File: src/rtl/polyveck_use_hint_stream_if.sv
// Beat-level stream bundle for the UseHint engine: r/hint beats in, w1 beats plus sideband out.
// The master drives the input beat and the downstream ready; the slave is the engine.
interface polyveck_use_hint_stream_if #(
  parameter int LANES   = 4,
  parameter int COEFF_W = 32,
  parameter int PIDX_W  = 3
);
  logic                       in_valid;
  logic                       in_ready;
  logic [LANES*COEFF_W-1:0]   in_coef;
  logic [LANES-1:0]           in_hint;
  logic                       out_valid;
  logic                       out_ready;
  logic [LANES*COEFF_W-1:0]   out_coef;
  logic [PIDX_W-1:0]          out_poly_idx;
  logic                       out_last_poly;
  logic                       out_last;
  logic [LANES-1:0]           out_oor;

  modport master (
    output in_valid, in_coef, in_hint, out_ready,
    input  in_ready, out_valid, out_coef, out_poly_idx, out_last_poly, out_last, out_oor
  );

  modport slave (
    input  in_valid, in_coef, in_hint, out_ready,
    output in_ready, out_valid, out_coef, out_poly_idx, out_last_poly, out_last, out_oor
  );
endinterface

File: src/rtl/polyveck_use_hint_stream.sv
// Two-stage streaming Decompose + UseHint over a K x N coefficient vector, LANES per beat.
// Stage 1 holds (a1, a0, hint); stage 2 holds w1 and the polynomial sideband.
module polyveck_use_hint_stream #(
  parameter int K           = 6,
  parameter int N           = 256,
  parameter int LANES       = 4,
  parameter int COEFF_W     = 32,
  parameter int GAMMA2_MODE = 0
) (
  input  logic                       clk,
  input  logic                       rst_n,
  polyveck_use_hint_stream_if.slave  bus
);
  localparam int BEATS   = N / LANES;
  localparam int BEAT_W  = (BEATS > 1) ? $clog2(BEATS) : 1;
  localparam int PIDX_W  = (K > 1) ? $clog2(K) : 1;
  localparam int Q       = 8380417;
  localparam int GAMMA2  = (GAMMA2_MODE != 0) ? 95232 : 261888;
  localparam int TWO_G2  = 2 * GAMMA2;
  localparam logic signed [COEFF_W-1:0] Q_C    = COEFF_W'(Q);
  localparam logic signed [31:0]        Q_S    = 32'(Q);
  localparam logic signed [31:0]        HALF_Q = 32'((Q - 1) / 2);

  logic adv;
  logic accept;

  logic [BEAT_W-1:0] beatCnt_q, beatCnt_d;
  logic [PIDX_W-1:0] polyCnt_q, polyCnt_d;
  logic              lastBeat;
  logic              lastVec;

  logic [LANES-1:0]            oor_d;
  logic [LANES-1:0][5:0]       a1_d;
  logic [LANES-1:0][19:0]      a0_d;
  logic [LANES*COEFF_W-1:0]    outCoef_d;

  logic                        s1Valid_q;
  logic [LANES-1:0][5:0]       s1A1_q;
  logic [LANES-1:0][19:0]      s1A0_q;
  logic [LANES-1:0]            s1Hint_q;
  logic [LANES-1:0]            s1Oor_q;
  logic [PIDX_W-1:0]           s1PolyIdx_q;
  logic                        s1LastPoly_q;
  logic                        s1Last_q;

  logic                        outValid_q;
  logic [LANES*COEFF_W-1:0]    outCoef_q;
  logic [PIDX_W-1:0]           outPolyIdx_q;
  logic                        outLastPoly_q;
  logic                        outLast_q;
  logic [LANES-1:0]            outOor_q;

  assign adv          = !outValid_q || bus.out_ready;
  assign accept       = bus.in_valid && adv;
  assign bus.in_ready = adv;

  assign lastBeat = (beatCnt_q == BEAT_W'(BEATS - 1));
  assign lastVec  = lastBeat && (polyCnt_q == PIDX_W'(K - 1));

  always_comb begin
    beatCnt_d = beatCnt_q;
    polyCnt_d = polyCnt_q;
    if (accept) begin
      beatCnt_d = lastBeat ? '0 : beatCnt_q + BEAT_W'(1);
      if (lastBeat) begin
        polyCnt_d = (polyCnt_q == PIDX_W'(K - 1)) ? '0 : polyCnt_q + PIDX_W'(1);
      end
    end
  end

  for (genvar j = 0; j < LANES; j++) begin : g_lane
    logic signed [COEFF_W-1:0] r;
    logic [22:0]               rv;
    logic [31:0]               t;
    logic [5:0]                a1Pre;
    logic [5:0]                a1;
    logic signed [31:0]        a0Raw;
    logic signed [31:0]        a0Adj;
    logic [5:0]                a1s;
    logic [5:0]                up;
    logic [5:0]                dn;
    logic [5:0]                w1;

    assign r         = bus.in_coef[COEFF_W*j +: COEFF_W];
    assign oor_d[j]  = r[COEFF_W-1] || (r >= Q_C);
    assign rv        = oor_d[j] ? 23'd0 : r[22:0];

    // Reciprocal-multiply rounding; the top quotient (m) folds to 0, which is the q-1 corner.
    assign t     = (32'(rv) + 32'd127) >> 7;
    assign a1Pre = (GAMMA2_MODE != 0) ? 6'((t * 32'd11275 + 32'd8388608) >> 24)
                                      : 6'((t * 32'd1025 + 32'd2097152) >> 22);
    assign a1    = (GAMMA2_MODE != 0) ? ((a1Pre > 6'd43) ? 6'd0 : a1Pre)
                                      : (a1Pre & 6'd15);
    assign a0Raw = $signed(32'(rv) - 32'(a1) * 32'(TWO_G2));
    assign a0Adj = (a0Raw > HALF_Q) ? (a0Raw - Q_S) : a0Raw;

    assign a1_d[j] = a1;
    assign a0_d[j] = 20'(a0Adj);

    assign a1s = s1A1_q[j];
    assign up  = (GAMMA2_MODE != 0) ? ((a1s == 6'd43) ? 6'd0 : a1s + 6'd1)
                                    : ((a1s + 6'd1) & 6'd15);
    assign dn  = (GAMMA2_MODE != 0) ? ((a1s == 6'd0) ? 6'd43 : a1s - 6'd1)
                                    : ((a1s - 6'd1) & 6'd15);
    assign w1  = !s1Hint_q[j] ? a1s : (($signed(s1A0_q[j]) > 20'sd0) ? up : dn);

    assign outCoef_d[COEFF_W*j +: COEFF_W] = COEFF_W'(w1);
  end

  // Both stages move together on adv, so a stalled output freezes the whole pipe.
  always_ff @(posedge clk) begin
    if (!rst_n) begin
      beatCnt_q     <= '0;
      polyCnt_q     <= '0;
      s1Valid_q     <= 1'b0;
      s1A1_q        <= '0;
      s1A0_q        <= '0;
      s1Hint_q      <= '0;
      s1Oor_q       <= '0;
      s1PolyIdx_q   <= '0;
      s1LastPoly_q  <= 1'b0;
      s1Last_q      <= 1'b0;
      outValid_q    <= 1'b0;
      outCoef_q     <= '0;
      outPolyIdx_q  <= '0;
      outLastPoly_q <= 1'b0;
      outLast_q     <= 1'b0;
      outOor_q      <= '0;
    end else begin
      beatCnt_q <= beatCnt_d;
      polyCnt_q <= polyCnt_d;
      if (adv) begin
        s1Valid_q     <= bus.in_valid;
        s1A1_q        <= a1_d;
        s1A0_q        <= a0_d;
        s1Hint_q      <= bus.in_hint;
        s1Oor_q       <= oor_d;
        s1PolyIdx_q   <= polyCnt_q;
        s1LastPoly_q  <= lastBeat;
        s1Last_q      <= lastVec;
        outValid_q    <= s1Valid_q;
        outCoef_q     <= outCoef_d;
        outPolyIdx_q  <= s1PolyIdx_q;
        outLastPoly_q <= s1LastPoly_q;
        outLast_q     <= s1Last_q;
        outOor_q      <= s1Oor_q;
      end
    end
  end

  assign bus.out_valid     = outValid_q;
  assign bus.out_coef      = outCoef_q;
  assign bus.out_poly_idx  = outPolyIdx_q;
  assign bus.out_last_poly = outLastPoly_q;
  assign bus.out_last      = outLast_q;
  assign bus.out_oor       = outOor_q;
endmodule

File: src/flat_wrapper.sv
// flat-port wrapper written by rule: the top's interface ports become plain ports
module polyveck_use_hint_stream_flat 
#(
  parameter int K           = 6,
  parameter int N           = 256,
  parameter int LANES       = 4,
  parameter int COEFF_W     = 32,
  parameter int GAMMA2_MODE = 0
)
  (clk, rst_n, bus_in_valid, bus_in_coef, bus_in_hint, bus_out_ready, bus_in_ready, bus_out_valid, bus_out_coef, bus_out_poly_idx, bus_out_last_poly, bus_out_last, bus_out_oor);
  polyveck_use_hint_stream_if #(.LANES(LANES), .COEFF_W(COEFF_W), .PIDX_W((3))) bus_i ();
  input  logic clk;
  input  logic rst_n;
  input wire logic [$bits(bus_i.in_valid)-1:0] bus_in_valid;
  input wire logic [$bits(bus_i.in_coef)-1:0] bus_in_coef;
  input wire logic [$bits(bus_i.in_hint)-1:0] bus_in_hint;
  input wire logic [$bits(bus_i.out_ready)-1:0] bus_out_ready;
  output wire logic [$bits(bus_i.in_ready)-1:0] bus_in_ready;
  output wire logic [$bits(bus_i.out_valid)-1:0] bus_out_valid;
  output wire logic [$bits(bus_i.out_coef)-1:0] bus_out_coef;
  output wire logic [$bits(bus_i.out_poly_idx)-1:0] bus_out_poly_idx;
  output wire logic [$bits(bus_i.out_last_poly)-1:0] bus_out_last_poly;
  output wire logic [$bits(bus_i.out_last)-1:0] bus_out_last;
  output wire logic [$bits(bus_i.out_oor)-1:0] bus_out_oor;
  assign bus_i.in_valid = bus_in_valid;
  assign bus_i.in_coef = bus_in_coef;
  assign bus_i.in_hint = bus_in_hint;
  assign bus_i.out_ready = bus_out_ready;
  assign bus_in_ready = bus_i.in_ready;
  assign bus_out_valid = bus_i.out_valid;
  assign bus_out_coef = bus_i.out_coef;
  assign bus_out_poly_idx = bus_i.out_poly_idx;
  assign bus_out_last_poly = bus_i.out_last_poly;
  assign bus_out_last = bus_i.out_last;
  assign bus_out_oor = bus_i.out_oor;
  polyveck_use_hint_stream #(.K(K), .N(N), .LANES(LANES), .COEFF_W(COEFF_W), .GAMMA2_MODE(GAMMA2_MODE)) u_core (.clk(clk), .rst_n(rst_n), .bus(bus_i));
endmodule
File: config.mk
export PLATFORM = sky130hd
export DESIGN_NAME = polyveck_use_hint_stream_flat
export DESIGN_NICKNAME = d
export VERILOG_FILES = /design/src/rtl/polyveck_use_hint_stream_if.sv /design/src/rtl/polyveck_use_hint_stream.sv /design/src/flat_wrapper.sv
export SDC_FILE = /design/constraint.sdc
export NUM_CORES = 1
export LEC_CHECK = 0
export ABC_AREA = 1
export ABC_CLOCK_PERIOD_IN_PS = 12300
export CAP_MARGIN = 15
export CELL_PAD_IN_SITES_DETAIL_PLACEMENT = 0
export CELL_PAD_IN_SITES_GLOBAL_PLACEMENT = 1
export CORE_UTILIZATION = 36
export CTS_BUF_LIST = sky130_fd_sc_hd__clkbuf_16
export DETAILED_ROUTE_END_ITERATION = 8
export PLACE_DENSITY_LB_ADDON = 0.2
export SLEW_MARGIN = 20
export SYNTH_ARGS = -nofsm -noshare
export SYNTH_HDL_FRONTEND = slang
export SYNTH_SLANG_ARGS = --single-unit
File: constraint.sdc
create_clock -name clk -period 12.3 [get_ports clk]
set_input_delay 3.69 -clock clk [delete_from_list [all_inputs] [get_ports clk]]
set_output_delay 3.69 -clock clk [all_outputs]
set_load 0.005 [all_outputs]
==> flow_metrics.env, run 1 <==
export IMPL_status="finished with violations"
export IMPL_violations="setup timing"
export IMPL_dr_wl_met2_um=32050
export IMPL_dpl_hpwl_um=50590
export IMPL_drcViolationCount=0
export IMPL_clk_latency_ns=0.46
export IMPL_cts_buffers=17
export IMPL_holdWs_ns=0.4640
export IMPL_synth_common_cells="658 x nand2_1, 605 x inv_1, 261 x nor2_1, 212 x ha_1, 205 x nand3_1"
export IMPL_die_y_um=238.5
export IMPL_area_delta_synth_final_pct=54.32
export IMPL_synth_cells=3212
export IMPL_cts_max_level=4
export IMPL_cp_data_required_time_ns=12.71
export IMPL_endpoint="u_core.s1A0_q[64]"
export IMPL_fin_ws_ns=-0.1241
export IMPL_cp_slowest_cell="fa_2"
export IMPL_r2r_start="u_core.s1A0_q[20]"
export IMPL_route_met3_wl_um=2019
export IMPL_viasPerCell=4.694
export IMPL_drt_iter0_markers=1006
export IMPL_drive_above_1_share=0.3408
export IMPL_design_area_um2=31080
export IMPL_start_util=0.3649
export IMPL_synth_edf_count=0
export IMPL_synthMuxAreaShare=0.0004970
export IMPL_critPathMostFrequentCell="nand2_2"
export IMPL_timing_rr_end="u_core.bus.out_coef[35]"
export IMPL_peakVddDrop_v=0.0001040
export IMPL_core_um2=55200
export IMPL_end_kind="flop"
export IMPL_path_max_fanout=8
export IMPL_utilization=0.5631
export IMPL_final_cells=4856
export IMPL_synth_compound_area_frac=0.1331
export IMPL_synthSimpleGateAreaFrac=0.3077
export IMPL_diodes=0
export IMPL_numPortBuffers=162
export IMPL_ios=275
export IMPL_cts_tree="yes"
export IMPL_seq_area_um2=2903
export IMPL_fmax_mhz=80.49
export IMPL_avgSynthCellArea_um2=6.271
export IMPL_die_x_um=238.5
export IMPL_synthDistinctLibCells=69
export IMPL_final_max_slew_viol_count=0
export IMPL_pre_cts_slack_ns=-1.225
export IMPL_clk_pin_slew_ns=0.07
export IMPL_p_leak_nw=18.00
export IMPL_min_from="u_core.s1Last_q"
export IMPL_setup_tns_final_ns=-1.693
export IMPL_syn_area_um2=20140
export IMPL_first_pass_iters=7
export IMPL_setup_viol=19
export IMPL_num_vias=22800
export IMPL_power_density_nw_per_um2=45.19
export IMPL_synth_seq_area_share=0.1441
export IMPL_worst_pin_slew_ns=0.9982
export IMPL_synthFlopType="dfxtp_1"
export IMPL_dpl_cell_area_um2=27030
export IMPL_fillers=5324
export IMPL_start_kind="primary input"
export IMPL_ys_top_cells_by_area="dfxtp_1 14%, ha_1 13%, nand2_1 12%, inv_1 11%, xor2_1 5.5%"
export IMPL_grt_overflow=0
export IMPL_final_nets=4475
export IMPL_slowest_delay_ns=0.62
export IMPL_clock_sinks=145
export IMPL_synth_largest_area_cell="dfxtp_1"
export IMPL_worstPathArrival_ns=12.83
export IMPL_regToRegSetupSlack_ns=8.90
export IMPL_fin_crit_sh=1.010
export IMPL_cts_buffer_depth=2
export IMPL_finalPower_mw=1.405
export IMPL_yosysMostFrequentCell="nand2_1"
export IMPL_track_usage=0.2231
export IMPL_hold_buffers=0
export IMPL_synth_warnings=0
export IMPL_slew_headroom=0.3345
export IMPL_num_rows=86
export IMPL_crit_type="in -> reg"
export IMPL_rsz0062_at_grt="yes"
export IMPL_synthDominantCellAreaShare=0.1441
export IMPL_clock_skew_ns=0.009094
export IMPL_wl_per_cell_um=13.51
export IMPL_yosys_area_share_adder=0.1635
export IMPL_period_needed_ns=12.42
export IMPL_rr_worst_depth=13
export IMPL_synth_top_family_by_area="simple AND/OR/NAND/NOR gates"
export IMPL_synthXorXnorAreaFrac=0.07262
export IMPL_place_inst=4674
export IMPL_gp_congestion=0.8984
export IMPL_startpoint="bus_in_coef[96]"
export IMPL_top_layer_used="met5"
export IMPL_hold_viol=0
export IMPL_hold_path_class="reg -> reg"
export IMPL_synthArstFlopShare=0
export IMPL_maxCapViolations=0
export IMPL_dieArea_um2=56900
export IMPL_first_global_vias=22210
export IMPL_ant_nets=0
export IMPL_clock_root_buffer="clkbuf_16"
export IMPL_routed_wl_um=65590
export IMPL_synth_seq_cells=145
export IMPL_grt_max_degree=93
export IMPL_met1_length_um=30530
export IMPL_antenna_found_initial=1
export IMPL_multi_input_area_um2=16580
export IMPL_grt_pass1_wl_um=105100
## what timing repair did
item	in CTS	in global routing
gates cloned	9	4
setup buffers	76	65
endpoints found under the setup margin	80	80
pin swaps	134	288
gates resized for setup	203	572
## where the power goes
group | switching (mW) | internal, mW
clock network | 0.224 | 0.279
logic | 0.202 | 0.188
registers | 0.0157 | 0.495
## cells in the final DEF, fill, tap and decap left out, types with 38 or more instances in the layout
| master | synthesis | final |
|---|---|---|
| o21ai_0 | 175 | 150 |
| a21oi_1 | 118 | 96 |
| nand3_1 | 205 | 140 |
| nor2_4 | 10 | 38 |
| buf_4 | 114 | 722 |
| nand2_4 | 7 | 54 |
| nor2_1 | 261 | 213 |
| xor2_1 | 126 | 119 |
| nand2_1 | 658 | 527 |
| ha_1 | 212 | 163 |
| inv_1 | 605 | 553 |
| dlymetal6s2s_1 | 0 | 60 |
| inv_2 | 36 | 79 |
| dfxtp_1 | 145 | 145 |
| nand4_1 | 58 | 58 |
| conb_1 | 1 | 116 |
| nand2_2 | 12 | 96 |
| nand3_2 | 3 | 64 |
| ha_4 | 0 | 47 |
| buf_6 | 4 | 39 |
## routing by layer
metal / track usage / up-vias
met4: 0.04934 / 2
met3: 0.02887 / 67
met2: 0.3831 / 381
met5: 0 / -
li1: - / 11830
met1: 0.2957 / 10520
## cell families after synthesis
logic type,count (synthesis)
AND/OR/NAND/NOR,1377
buffers and inverters,822
AO/OA/AOI/OAI,455
adder cells (fa/ha/maj),244
XOR/XNOR,167
flip-flops,145
other,1
multiplexers,1
## worst max-delay path: cells and delay by family
family / cells / cell delay [ns]
AND/OR/NAND/NOR: 34 / 3.77
XOR/XNOR: 2 / 0.33
AO/OA/AOI/OAI: 8 / 1.15
buffers and inverters: 13 / 1.06
adder cells (fa/ha/maj): 8 / 2.83
## area by class of cell
cell class | count | share of cell area
clock buffers | 17 | 0.01369
well taps | 748 | 0.03011
flip-flops and latches | 145 | 0.09339
inverters | 643 | 0.07878
clock inverters | 15 | 0.004428
multi-input cells | 2363 | 0.5333
repair buffers | 925 | 0.2463
## registers in the layout (all words and copies together), names as in the netlist, 3 cells and up
name and count:
u_core.s1PolyIdx_q 3, u_core.g_lane.a1s 16, u_core.s1A0_q 80, u_core.polyCnt_q 3, u_core.bus.out_oor 4, u_core.beatCnt_q 6
u_core.bus.out_coef 16, u_core.s1Oor_q 4, u_core.bus.out_poly_idx 3, u_core.s1Hint_q 4
## worst min-delay path by stage
| stage | to | slack, ns | cells past startpoint |
|---|---|---|---|
| after floorplan | u_core.s1A0_q[75] | 0.44 | 2 |
| after global placement | u_core.s1A0_q[73] | 0.45 | 2 |
| after detailed placement | u_core.s1Last_q | 0.45 | 2 |
| after CTS | u_core.s1Last_q | 0.46 | 2 |
| after global routing | u_core.s1Last_q | 0.48 | 2 |
| final | u_core.s1Last_q | 0.46 | 2 |
No activity file was read; power rests on OpenSTA's default activity.
==> run 2, diff against run 1 <==
--- a/config.mk
+++ b/config.mk
@@ -13,6 +13,7 @@
 export CORE_UTILIZATION = 36
 export CTS_BUF_LIST = sky130_fd_sc_hd__clkbuf_16
 export DETAILED_ROUTE_END_ITERATION = 8
+export GPL_ROUTABILITY_DRIVEN = 0
 export PLACE_DENSITY_LB_ADDON = 0.2
 export SLEW_MARGIN = 20
 export SYNTH_ARGS = -nofsm -noshare
==> run 2 against run 1 <==
  * The run still ends with setup timing left
  * Flip-flop and latch count did not move
  * Via count shrank 0.52%
  * Count of clock-buffer cells in the layout did not move
  * Worst setup slack better by 0.059 ns
  * Die area unchanged
  * Clock power is 9.5% higher
  * Critical path type unchanged
==> flow_metrics.env, run 2 (synthesis results as in run 1) <==
export IMPL_cp_data_required_time_ns=12.65
export IMPL_routed_wl_um=64340
export IMPL_die_y_um=238.5
export IMPL_dieArea_um2=56900
export IMPL_grtUsageMet3=0.02540
export IMPL_peakVddDrop_v=0.0001149
export IMPL_maxCapViolations=0
export IMPL_layout_common_cells="745 x buf_4, 558 x nand2_1, 547 x inv_1"
export IMPL_rsz0062_at_grt="yes"
export IMPL_top_usage_layer="met2"
export IMPL_drt_iter0_markers=1063
export IMPL_holdWs_ns=0.4630
export IMPL_setup_viol=16
export IMPL_wl_per_cell_um=13.21
export IMPL_worstPathArrival_ns=12.72
export IMPL_cts_tree="yes"
export IMPL_first_pass_iters=5
export IMPL_fin_ws_ns=-0.06481
export IMPL_clk_latency_ns=0.46
export IMPL_clk_pin_slew_ns=0.06
export IMPL_finalPower_mw=1.443
export IMPL_antenna_found_initial=0
export IMPL_end_kind="flop"
export IMPL_hold_viol=0
export IMPL_grt_overflow=0
export IMPL_start_kind="primary input"
export IMPL_drive_above_1_share=0.3333
export IMPL_clock_skew_ns=0.006737
export IMPL_final_nets=4490
export IMPL_diodes=0
export IMPL_crit_type="in -> reg"
export IMPL_violations="setup timing"
export IMPL_power_density_nw_per_um2=46.88
export IMPL_numPortBuffers=162
export IMPL_hold_path_class="reg -> reg"
export IMPL_fin_crit_sh=1.005
export IMPL_final_common_cell="buf_4"
export IMPL_core_um2=55200
export IMPL_ant_nets=0
export IMPL_num_vias=22680
export IMPL_area_delta_synth_final_pct=52.84
export IMPL_clock_sinks=145
export IMPL_cts_buffer_depth=2
export IMPL_viasPerCell=4.656
export IMPL_ios=275
export IMPL_grt_max_degree=116
export IMPL_largest_register_ffs=80
export IMPL_start_util=0.3649
export IMPL_clock_root_buffer="clkbuf_16"
export IMPL_dpl_hpwl_um=49860
export IMPL_cts_max_level=4
export IMPL_first_global_vias=21990
export IMPL_cp_slowest_cell="fa_2"
export IMPL_slew_headroom=0.2798
export IMPL_setup_tns_final_ns=-0.5914
export IMPL_track_usage=0.2180
export IMPL_p_leak_nw=17.77
export IMPL_status="finished with violations"
export IMPL_top_register="u_core.s1A0_q"
export IMPL_num_rows=86
export IMPL_grt_pass1_wl_um=102900
export IMPL_grtUsageMet1=0.2810
export IMPL_fmax_mhz=80.87
export IMPL_slowest_delay_ns=0.56
export IMPL_worst_pin_slew_ns=1.080
export IMPL_cts_buffers=17
export IMPL_final_max_slew_viol_count=0
export IMPL_drcViolationCount=0
export IMPL_die_x_um=238.5
export IMPL_met2_usage=0.3863
export IMPL_period_needed_ns=12.36
export IMPL_path_max_fanout=7
[run 2: changes by cell type in the layout (fill, tap and decap cells not counted), moves of 4 or more]
cell	before	now
buf_4	722	745
nand3_2	64	39
inv_2	79	86
buf_6	39	32
nand3_1	140	166
nor4_2	2	6
o21ai_2	16	20
inv_1	553	547
o21ai_0	150	146
clkdlybuf4s50_1	37	33
nand2_4	54	26
nand2_1	527	558
[run 2: final cells by class]
class	instances	area, um2
clock buffer	17	425.4
clock inverter	15	191.4
fill	5345	24420
inverter	643	2449
multi-input combinational	2363	16180
sequential	145	2903
tap	748	935.9
timing repair buffer	940	7699
[run 2: per-stage QoR]
stage,util,worst slack [ns],instances,instance area (um2)
global route,0.5577,-0.6919,4871,30780
global placement,0.4877,-0.9717,4665,26920
CTS,0.5239,-0.06485,4802,28920
floorplan,-,-0.3078,3327,21010
detailed placement,0.4879,-1.280,4665,26930
finish,0.5577,-0.06481,4871,30780
[run 2: metal layers]
layer	wire length [um]	vias to the layer above
met5	0	-
met4	822	0
met3	1914	55
met2	31790	342
met1	29820	10430
li1	-	11850
[run 2: critical path: cells and delay by family]
family                     cells  cell delay [ns]
and+or+nand+nor               33             3.33
adders and majority gates      9             3.05
buffers and inverters         13             1.24
AOI/OAI and AO/OA              8             1.03
xor gates and xnor gates       2             0.34
[run 2: repair_timing]
action,4_1_cts,5_1_grt
gates resized for setup,219,476
setup endpoints to repair,80,80
hold buffers,0,0
setup buffers,99,66
pin swaps,148,240
gates cloned,6,5
[run 2: final timing paths]
check | from | to | slack [ns] | cells after the start
worst max-delay path | bus_in_coef[110] | u_core.s1A0_q[79] | -0.06 | 65
worst min-delay path | u_core.s1Last_q | u_core.s1Last_q | 0.46 | 2
worst max register to register | u_core.s1A0_q[60] | u_core.bus.out_coef[99] | 8.96 | 13
worst min register to register | u_core.s1Last_q | u_core.s1Last_q | 0.46 | 2
[run 2: report_power, final]
part / switching (mW) / internal [mW] / leakage (nW) / total [mW]
Clock: 0.215 / 0.337 / 0.298 / 0.551
Sequential: 0.0156 / 0.495 / 1.18 / 0.511
Combinational: 0.195 / 0.186 / 16.3 / 0.381
==> run 3, diff against run 2 <==
--- a/config.mk
+++ b/config.mk
@@ -10,10 +10,10 @@
 export CAP_MARGIN = 15
 export CELL_PAD_IN_SITES_DETAIL_PLACEMENT = 0
 export CELL_PAD_IN_SITES_GLOBAL_PLACEMENT = 1
-export CORE_UTILIZATION = 36
+export CORE_UTILIZATION = 35
 export CTS_BUF_LIST = sky130_fd_sc_hd__clkbuf_16
 export DETAILED_ROUTE_END_ITERATION = 8
-export GPL_ROUTABILITY_DRIVEN = 0
+export GPL_ROUTABILITY_DRIVEN = 1
 export PLACE_DENSITY_LB_ADDON = 0.2
 export SLEW_MARGIN = 20
 export SYNTH_ARGS = -nofsm -noshare
==> run 3 against run 2 <==
  * The flow still finishes with violations (setup timing)
  * Final cell count is 0.55% higher
  * Utilization is 0.60 points lower
  * Critical endpoint is now u_core.s1A0_q[62]
  * Largest cell class unchanged
  * Global-route usage hardly changed
  * Critical path type unchanged
  * Combinational power is 2% higher
==> flow_metrics.env, run 3 (synthesis results as in run 1) <==
export IMPL_status="finished with violations"
export IMPL_violations="setup timing"
export IMPL_path_max_fanout=7
export IMPL_multi_input_area_um2=16440
export IMPL_period_needed_ns=12.44
export IMPL_critPathMostFrequentCell="nand2_2"
export IMPL_first_global_vias=22190
export IMPL_area_delta_synth_final_pct=55.05
export IMPL_wl_per_cell_um=13.71
export IMPL_drcViolationCount=0
export IMPL_hold_buffers=0
export IMPL_cts_max_level=4
export IMPL_worst_pin_slew_ns=0.7973
export IMPL_grt_max_degree=95
export IMPL_largest_register_ffs=80
export IMPL_die_y_um=241.9
export IMPL_dpl_hpwl_um=52260
export IMPL_worstPathArrival_ns=12.83
export IMPL_clock_root_buffer="clkbuf_16"
export IMPL_drt_iter0_markers=1003
export IMPL_pwr_share_seq=0.362
export IMPL_drive_above_1_share=0.3462
export IMPL_first_pass_iters=5
export IMPL_maxCapViolations=0
export IMPL_clk_pin_slew_ns=0.06
export IMPL_cp_data_required_time_ns=12.70
export IMPL_hold_path_class="reg -> reg"
export IMPL_viasPerCell=4.682
export IMPL_fillers=5534
export IMPL_end_kind="flop"
export IMPL_final_max_slew_viol_count=0
export IMPL_ios=275
export IMPL_utilization=0.5517
export IMPL_start_kind="primary input"
export IMPL_die_x_um=241.9
export IMPL_power_frac_comb=0.276
export IMPL_num_rows=87
export IMPL_antenna_found_initial=0
export IMPL_clk_latency_ns=0.45
export IMPL_crit_type="in -> reg"
export IMPL_layout_common_cells="759 x buf_4, 542 x inv_1, 531 x nand2_1"
export IMPL_fin_crit_sh=1.011
export IMPL_clock_skew_ns=0.007457
export IMPL_power_density_nw_per_um2=45.19
export IMPL_numPortBuffers=162
export IMPL_ant_nets=0
export IMPL_holdWs_ns=0.4622
export IMPL_p_leak_nw=18.01
export IMPL_cts_tree="yes"
export IMPL_grt_overflow=0
export IMPL_p_switching_mw=0.4433
export IMPL_routed_wl_um=67150
export IMPL_fin_ws_ns=-0.1390
export IMPL_core_um2=56600
export IMPL_fmax_mhz=80.39
export IMPL_gp_congestion=0.9044
export IMPL_track_usage=0.2179
export IMPL_cts_buffer_depth=2
export IMPL_setup_viol=20
export IMPL_dieArea_um2=58510
export IMPL_grt_pass1_wl_um=106600
export IMPL_final_nets=4509
export IMPL_final_common_cell="buf_4"
export IMPL_seq_area_um2=2903
export IMPL_final_cells=4898
export IMPL_cts_buffers=17
export IMPL_peakVddDrop_v=0.0001077
export IMPL_clock_sinks=145
export IMPL_clockPowerShare=0.362
export IMPL_place_inst=4689
export IMPL_netSwitchingFraction=0.3141
export IMPL_slowest_delay_ns=0.63
export IMPL_diodes=0
export IMPL_start_util=0.3558
export IMPL_slew_headroom=0.4685
export IMPL_hold_viol=0
export IMPL_p_int_mw=0.9680
export IMPL_top_register="u_core.s1A0_q"
export IMPL_rsz0062_at_grt="yes"
export IMPL_setup_tns_final_ns=-1.965
export IMPL_pre_cts_slack_ns=-1.284
export IMPL_cp_slowest_cell="fa_2"
export IMPL_num_vias=22930
==> run 3: metrics by stage <==
step	instance area, um2	power, mW
6_report	31230	1.411
3_5_place_dp	27080	0.8547
3_3_place_gp	27080	0.8492
5_1_grt	31230	1.494
2_1_floorplan	21010	0.7115
4_1_cts	29140	1.398
==> run 3: power groups by stage <==
stage	sequential [mW]	combinational [mW]	clock, mW
after floorplan	0.516	0.195	0
after global placement	0.520	0.329	0
after detailed placement	0.521	0.334	0
after CTS	0.511	0.357	0.530
after global routing	0.514	0.429	0.551
final	0.511	0.389	0.511
==> run 3: worst paths after layout <==
| path | from | end | slack [ns] | cells after the start |
|---|---|---|---|---|
| worst min register to register | u_core.s1A0_q[75] | u_core.s1A0_q[75] | 0.46 | 2 |
| worst max register to register | u_core.s1A0_q[60] | u_core.bus.out_coef[99] | 9.10 | 13 |
| worst min-delay path | u_core.s1A0_q[75] | u_core.s1A0_q[75] | 0.46 | 2 |
| worst max-delay path | bus_in_coef[107] | u_core.s1A0_q[62] | -0.14 | 65 |
==> run 3: cell type report <==
class,count,share of cell area
multi-input cells,2363,0.5263
repair buffers,959,0.2532
flip-flops and latches,145,0.09295
inverters,643,0.07885
well taps,756,0.03029
clock buffers,17,0.01362
clock inverters,15,0.004808
==> run 3: routing by layer <==
| metal | GRT usage | vias to the layer above | share of wire |
|---|---|---|---|
| met3 | 0.02116 | 53 | 0.025 |
| li1 | - | 11910 | - |
| met2 | 0.3822 | 325 | 0.49 |
| met1 | 0.2868 | 10640 | 0.47 |
| met5 | 0 | - | 0 |
| met4 | 0.04784 | 0 | 0.012 |
==> run 3: worst max-delay path, delay by kind of cell <==
kind                     cells  cell delay [ns]
AND/OR/NAND/NOR             38             4.15
adder cells (fa/ha/maj)      7             2.72
buffers and inverters       13             1.30
AO/OA/AOI/OAI                5             0.70
XOR/XNOR                     2             0.26
==> run 3: what timing repair did <==
item                                    CTS  global route
gates cloned                              6             7
gates resized for setup                 216           553
endpoints found under the setup margin   80            80
pin swaps                               145           287
setup buffers                           107            64
